File: src/rtl/btn_conditioner.sv
// -----------------------------------------------------------------------------
// btn_conditioner
//
// Purpose:
//   Conditions four raw, asynchronous, active-high push buttons (up, down,
//   left, right) into clean signals for the downstream VGA block. Each button
//   is synchronized with two flops and debounced by its own four-state FSM.
//   The FSM produces a steady pressed level and a one-cycle strobe for every
//   accepted press.
//
// Optional feature (compile-time macro):
//   BTN_AUTO_REPEAT_EN - when defined, a held button also produces repeat
//   strobes. The first comes REPEAT_DELAY cycles after the initial strobe.
//   Later ones follow every REPEAT_PERIOD cycles while the button stays held.
//   When the macro is undefined, no repeat logic exists and each accepted
//   press gives exactly one strobe.
//
// Parameters:
//   DEBOUNCE_CYCLES - stable synchronized samples needed to accept an edge
//   REPEAT_DELAY    - cycles from initial strobe to first repeat strobe
//   REPEAT_PERIOD   - cycles between later repeat strobes
//   CNT_WIDTH       - width of every per-channel counter
//
// Ports:
//   sys_clk    in   sole clock, all state updates on the rising edge
//   sys_rst_n  in   synchronous active-low reset
//   btn_in     in   [3:0] raw buttons, bit0=up bit1=down bit2=left bit3=right
//   btn_level  out  [3:0] debounced pressed state, registered
//   btn_pulse  out  [3:0] one-cycle press/repeat strobe, registered
// -----------------------------------------------------------------------------
module btn_conditioner #(
    parameter int DEBOUNCE_CYCLES = 1000000,
    parameter int REPEAT_DELAY    = 25000000,
    parameter int REPEAT_PERIOD   = 5000000,
    parameter int CNT_WIDTH       = 25
) (
    input  logic       sys_clk,
    input  logic       sys_rst_n,
    input  logic [3:0] btn_in,
    output logic [3:0] btn_level,
    output logic [3:0] btn_pulse
);

    typedef enum logic [1:0] {
        IDLE,
        PRESS_WAIT,
        HELD,
        RELEASE_WAIT
    } state_e;

    // Terminal value of the debounce counter. The counter stops here, so it
    // can never wrap.
    localparam logic [CNT_WIDTH-1:0] DEB_LAST = CNT_WIDTH'(DEBOUNCE_CYCLES - 1);

`ifdef BTN_AUTO_REPEAT_EN
    localparam logic [CNT_WIDTH-1:0] RPT_DELAY_LAST  = CNT_WIDTH'(REPEAT_DELAY - 1);
    localparam logic [CNT_WIDTH-1:0] RPT_PERIOD_LAST = CNT_WIDTH'(REPEAT_PERIOD - 1);
`endif

    // Refuse to elaborate with counts that cannot be represented. Otherwise a
    // too-narrow counter would silently truncate the terminal compare value.
    if (DEBOUNCE_CYCLES < 1 || (DEBOUNCE_CYCLES >> CNT_WIDTH) != 0 ||
        REPEAT_DELAY < 1    || (REPEAT_DELAY >> CNT_WIDTH) != 0 ||
        REPEAT_PERIOD < 1   || (REPEAT_PERIOD >> CNT_WIDTH) != 0) begin : g_badParams
        $error("btn_conditioner: illegal DEBOUNCE/REPEAT/CNT_WIDTH combination");
    end

    logic [3:0] syncMeta_q;
    logic [3:0] syncOut_q;

    // Two-flop synchronizer for each button. Only the second stage feeds the
    // channel FSMs. Reset clears both stages, so a button that is still held
    // after reset is seen as a fresh rising edge with full debounce latency.
    always_ff @(posedge sys_clk) begin
        if (!sys_rst_n) begin
            syncMeta_q <= 4'b0000;
            syncOut_q  <= 4'b0000;
        end else begin
            syncMeta_q <= btn_in;
            syncOut_q  <= syncMeta_q;
        end
    end

    for (genvar ch = 0; ch < 4; ch++) begin : g_chan
        state_e               state_q;
        logic [CNT_WIDTH-1:0] debCnt_q;
        logic                 level_q;
        logic                 pulse_q;
        logic                 syncBit;
`ifdef BTN_AUTO_REPEAT_EN
        logic [CNT_WIDTH-1:0] rptCnt_q;
        logic                 rptFirst_q;
`endif

        assign syncBit = syncOut_q[ch];

        // Per-channel debounce FSM. It accepts a press or a release only after
        // DEBOUNCE_CYCLES consecutive equal samples. A short excursion sends
        // the channel back to its previous stable state without any output.
        // The strobe defaults low every cycle, so it can only ever be a
        // single-cycle pulse. With auto-repeat enabled, the repeat counter
        // advances only in HELD. It keeps its value across a bounce through
        // RELEASE_WAIT and is cleared when the channel returns to IDLE.
        always_ff @(posedge sys_clk) begin
            if (!sys_rst_n) begin
                state_q    <= IDLE;
                debCnt_q   <= '0;
                level_q    <= 1'b0;
                pulse_q    <= 1'b0;
`ifdef BTN_AUTO_REPEAT_EN
                rptCnt_q   <= '0;
                rptFirst_q <= 1'b1;
`endif
            end else begin
                pulse_q <= 1'b0;
                case (state_q)
                    IDLE: begin
                        if (syncBit) begin
                            state_q  <= PRESS_WAIT;
                            debCnt_q <= '0;
                        end
                    end
                    PRESS_WAIT: begin
                        if (!syncBit) begin
                            state_q <= IDLE;
                        end else if (debCnt_q == DEB_LAST) begin
                            state_q    <= HELD;
                            level_q    <= 1'b1;
                            pulse_q    <= 1'b1;
`ifdef BTN_AUTO_REPEAT_EN
                            rptCnt_q   <= '0;
                            rptFirst_q <= 1'b1;
`endif
                        end else begin
                            debCnt_q <= debCnt_q + 1'b1;
                        end
                    end
                    HELD: begin
                        // A release in progress takes priority over a
                        // repeat strobe that falls due in the same cycle.
                        if (!syncBit) begin
                            state_q  <= RELEASE_WAIT;
                            debCnt_q <= '0;
                        end
`ifdef BTN_AUTO_REPEAT_EN
                        else if (rptCnt_q == (rptFirst_q ? RPT_DELAY_LAST : RPT_PERIOD_LAST)) begin
                            pulse_q    <= 1'b1;
                            rptCnt_q   <= '0;
                            rptFirst_q <= 1'b0;
                        end else begin
                            rptCnt_q <= rptCnt_q + 1'b1;
                        end
`endif
                    end
                    RELEASE_WAIT: begin
                        if (syncBit) begin
                            state_q <= HELD;
                        end else if (debCnt_q == DEB_LAST) begin
                            state_q    <= IDLE;
                            level_q    <= 1'b0;
`ifdef BTN_AUTO_REPEAT_EN
                            rptCnt_q   <= '0;
                            rptFirst_q <= 1'b1;
`endif
                        end else begin
                            debCnt_q <= debCnt_q + 1'b1;
                        end
                    end
                    default: begin
                        state_q <= IDLE;
                    end
                endcase
            end
        end

        assign btn_level[ch] = level_q;
        assign btn_pulse[ch] = pulse_q;
    end

endmodule

File: config.mk
export PLATFORM = sky130hd
export DESIGN_NAME = btn_conditioner
export DESIGN_NICKNAME = d
export VERILOG_FILES = /design/src/rtl/btn_conditioner.sv
export SDC_FILE = /design/constraint.sdc
export NUM_CORES = 1
export LEC_CHECK = 0
export CELL_PAD_IN_SITES_DETAIL_PLACEMENT = 0
export CELL_PAD_IN_SITES_GLOBAL_PLACEMENT = 1
export CORE_MARGIN = 2
export CORE_UTILIZATION = 48
export CTS_CLUSTER_DIAMETER = 40
export CTS_CLUSTER_SIZE = 40
export DETAILED_ROUTE_END_ITERATION = 10
export PLACE_DENSITY_LB_ADDON = 0.08
export SLEW_MARGIN = 20
export SYNTH_ARGS = -nofsm -noshare
export SYNTH_HDL_FRONTEND = slang
export SYNTH_SLANG_ARGS = --single-unit
File: constraint.sdc
create_clock -name sys_clk -period 2.7 [get_ports sys_clk]
set_clock_uncertainty 0.1 [all_clocks]
set_input_delay 0.54 -clock sys_clk [delete_from_list [all_inputs] [get_ports sys_clk]]
set_output_delay 0.54 -clock sys_clk [all_outputs]
set_load 0.1 [all_outputs]
==> qor.csv <==
metric,value,unit
synth_edf_count,0,
first_global_vias,5495,
avgRoutedWirePerCell,16.06,um
drive_gt1_share,12.08,%
worst_pin_slew,0.9633,ns
timing.hold.worst.class,flop to flop,
post_cts_buffers,0,
ios,14,
crit-reg2reg-launch,g_chan[1].debCnt_q[0],
fmax,422.3,MHz
leakage,0.002375,uW
synth-xor-area-share,2.121,%
cts_tree,done,
start_util,49.25,%
grt_use_total,22.73,%
grt_max_degree,52,
path_class,flop to flop,
path_clk_slew,0.06,ns
cts_buffers,17,
cts_root_buf,clkbuf_16,
cts.sinks,124,
min_to,syncOut_q[3],
clock_latency,0.43,ns
cp-start-kind,flop,
routed_wl,15850,um
period_minus_slack,2.368,ns
setup_viol_count_final,0,
synth-compound-area-share,20.98,%
syn_avg_cell_area,8.267,um^2
reg2reg_setup_slack,0.33,ns
drc,0,
synth_mux_area_share,1.166,%
antenna_found_initial,0,
synthToLayoutAreaGrowth,12.42,%
n_antenna_cell,0,
grt_first_pass_wirelength,26830,um
row_count,42,
ys_ff_latch,124,
grt.overflow.total,0,
cts_resized,0,
setup_tns,0,ns
min_from,syncMeta_q[3],
vdd_drop_max,597.9,uV
port_buffers,13,
p_int,3251,uW
crit_slowest_cell,o31ai_1,
synth_top_family_by_area,simple AND/OR/NAND/NOR gates,
ant_nets,0,
fin_nets,808,
synth-main-ff-cell,dfxtp_1,
drv_cap,0,
switchingPower,989.8,uW
crit_path_max_fanout,6,
slew_headroom,35.35,%
holdWs,0.3327,ns
power.density,576.2,nW/um^2
end_kind,flop,
drv_slew,0,
finalCritPeriodShare,87.70,%
die_w,120.8,um
finalHoldViolations,0,
rr_endpoint,g_chan[1].debCnt_q[10],
die_y,120.8,um
yosysWarnings,0,
pwr-share-comb,4.7,%
gp_congestion,0.8625,
synthAdderAreaFrac,0.7644,%
clock_tree.htree_level_count,4,
via_count,6012,
drtIter0Drc,390,
yosysSeqAreaShare,37.91,%
hold_buffers,0,
swShare,23.34,%
die-area,14590,um^2
final_cell_mix,"dfxtp_1 (124), nand2_1 (80), a21oi_1 (53)",
fp.coreArea,13300,um^2
synth_nets,802,
r2r_cells,7,
critPathRequiredTime,2.92,ns
rsz0062_at_grt,no,
ys_async_sr_fraction,0,%
slowest_delay,0.52,ns
routed_via_density,6.091,
seqPwrFrac,43.8,%
ys_types,76,
syn_area,6548,um^2
cp_cell_sequence,"ha_1, nand3_2, or3_1, o31ai_1, buf_4, nor4_1, o21a_1",
status,"complete, no violations",
arrival,2.59,ns
min_path_cells,1,
final_common_cell,dfxtp_1,
pwr-share-clk,51.5,%
cts_buffer_depth,2,
dp.final_hpwl,10540,um
netlist_instances,792,
firstDrtPassIters,5,
synthSimpleGateAreaFrac,32.01,%
==> state kept, by name, indices dropped and copies added, names as in the netlist, named ones only <==
signal / cells
syncMeta_q: 4
g_chan.debCnt_q: 100
g_chan.level_q: 4
syncOut_q: 4
g_chan.pulse_q: 4
g_chan.state_q: 4
==> critical path: cells and delay by family (launching register included) <==
| kind | cells | cell delay (ns) |
|---|---|---|
| buf+inv | 1 | 0.24 |
| fa+ha+maj | 1 | 0.23 |
| compound gates | 2 | 0.69 |
| flops | 1 | 0.37 |
| simple gates | 3 | 0.64 |
==> worst max-delay path by stage <==
stage	start	end	slack, ns	cells after the start
after floorplan	g_chan[3].debCnt_q[0]	g_chan[3].debCnt_q[18]	0.61	6
final	g_chan[1].debCnt_q[0]	g_chan[1].debCnt_q[10]	0.33	7
after global routing	g_chan[1].debCnt_q[9]	g_chan[1].debCnt_q[10]	0.23	6
after detailed placement	g_chan[1].debCnt_q[0]	g_chan[1].debCnt_q[10]	0.39	7
after global placement	g_chan[1].debCnt_q[0]	g_chan[1].debCnt_q[10]	0.31	7
after CTS	g_chan[1].debCnt_q[0]	g_chan[1].debCnt_q[10]	0.27	7
==> routing by layer <==
metal  wire (um)  global-route usage [%]
met5           0                       0
met2        7401                   36.37
met1        7544                   29.85
met4         257                   8.576
met3         645                   5.236
==> per-stage QoR <==
| stage | total power [uW] | instance area (um^2) | setup slack [ns] | util, % | std cells |
|---|---|---|---|---|---|
| 2_1_floorplan | 2047 | 6548 | 0.6091 | - | 792 |
| 3_3_place_gp | 2093 | 6788 | 0.3068 | 51.05 | 955 |
| 3_5_place_dp | 2096 | 6788 | 0.3906 | 51.05 | 955 |
| 4_1_cts | 4283 | 7361 | 0.2740 | 55.36 | 987 |
| 5_1_grt | 4385 | 7361 | 0.2296 | 55.36 | 987 |
| 6_report | 4241 | 7361 | 0.3322 | 55.36 | 987 |
==> power by group through the flow <==
stage               clock, uW  combinational (uW)  sequential (uW)
finish                   2180                 199             1860
global route             2310                 216             1860
CTS                      2230                 199             1860
detailed placement          0                 199             1900
global placement            0                 197             1900
floorplan                   0                 156             1890
==> final cells by class <==
cell class | count | area (um^2)
repair buffers | 35 | 282.8
clock inverters | 11 | 92.59
clock buffers | 21 | 480.5
well taps | 176 | 220.2
fillers | 1222 | 5934
flip-flops and latches | 124 | 2482
multi-input cells | 602 | 3735
inverters | 18 | 67.56
==> cells in the mapped netlist, types with 12 or more instances <==
cell      count  area share [%]
and2_1       13             1.2
or3_1        15             1.4
a21oi_1      53             4.1
dfxtp_1     124              38
nor2_1       50             2.9
o21ai_0      36             2.8
o211ai_1     14             1.6
nor4_1       20             1.9
nand4_1      31             3.0
or4_1        30             3.4
o31ai_1      12             1.4
nand2_1      80             4.6
nand3_1      43             3.3
nor3_1       15             1.1
and4_1       13             1.7
a31oi_1      23             2.2
inv_1        17            0.97
clkbuf_1     24             1.4
==> logic make-up after synthesis <==
family | Yosys count
XOR/XNOR | 15
buffers and inverters | 66
AO/OA/AOI/OAI | 210
flip-flops | 124
AND/OR/NAND/NOR | 366
adder cells (fa/ha/maj) | 4
multiplexers | 7
Note: power is estimated with default switching activity, not from simulation.
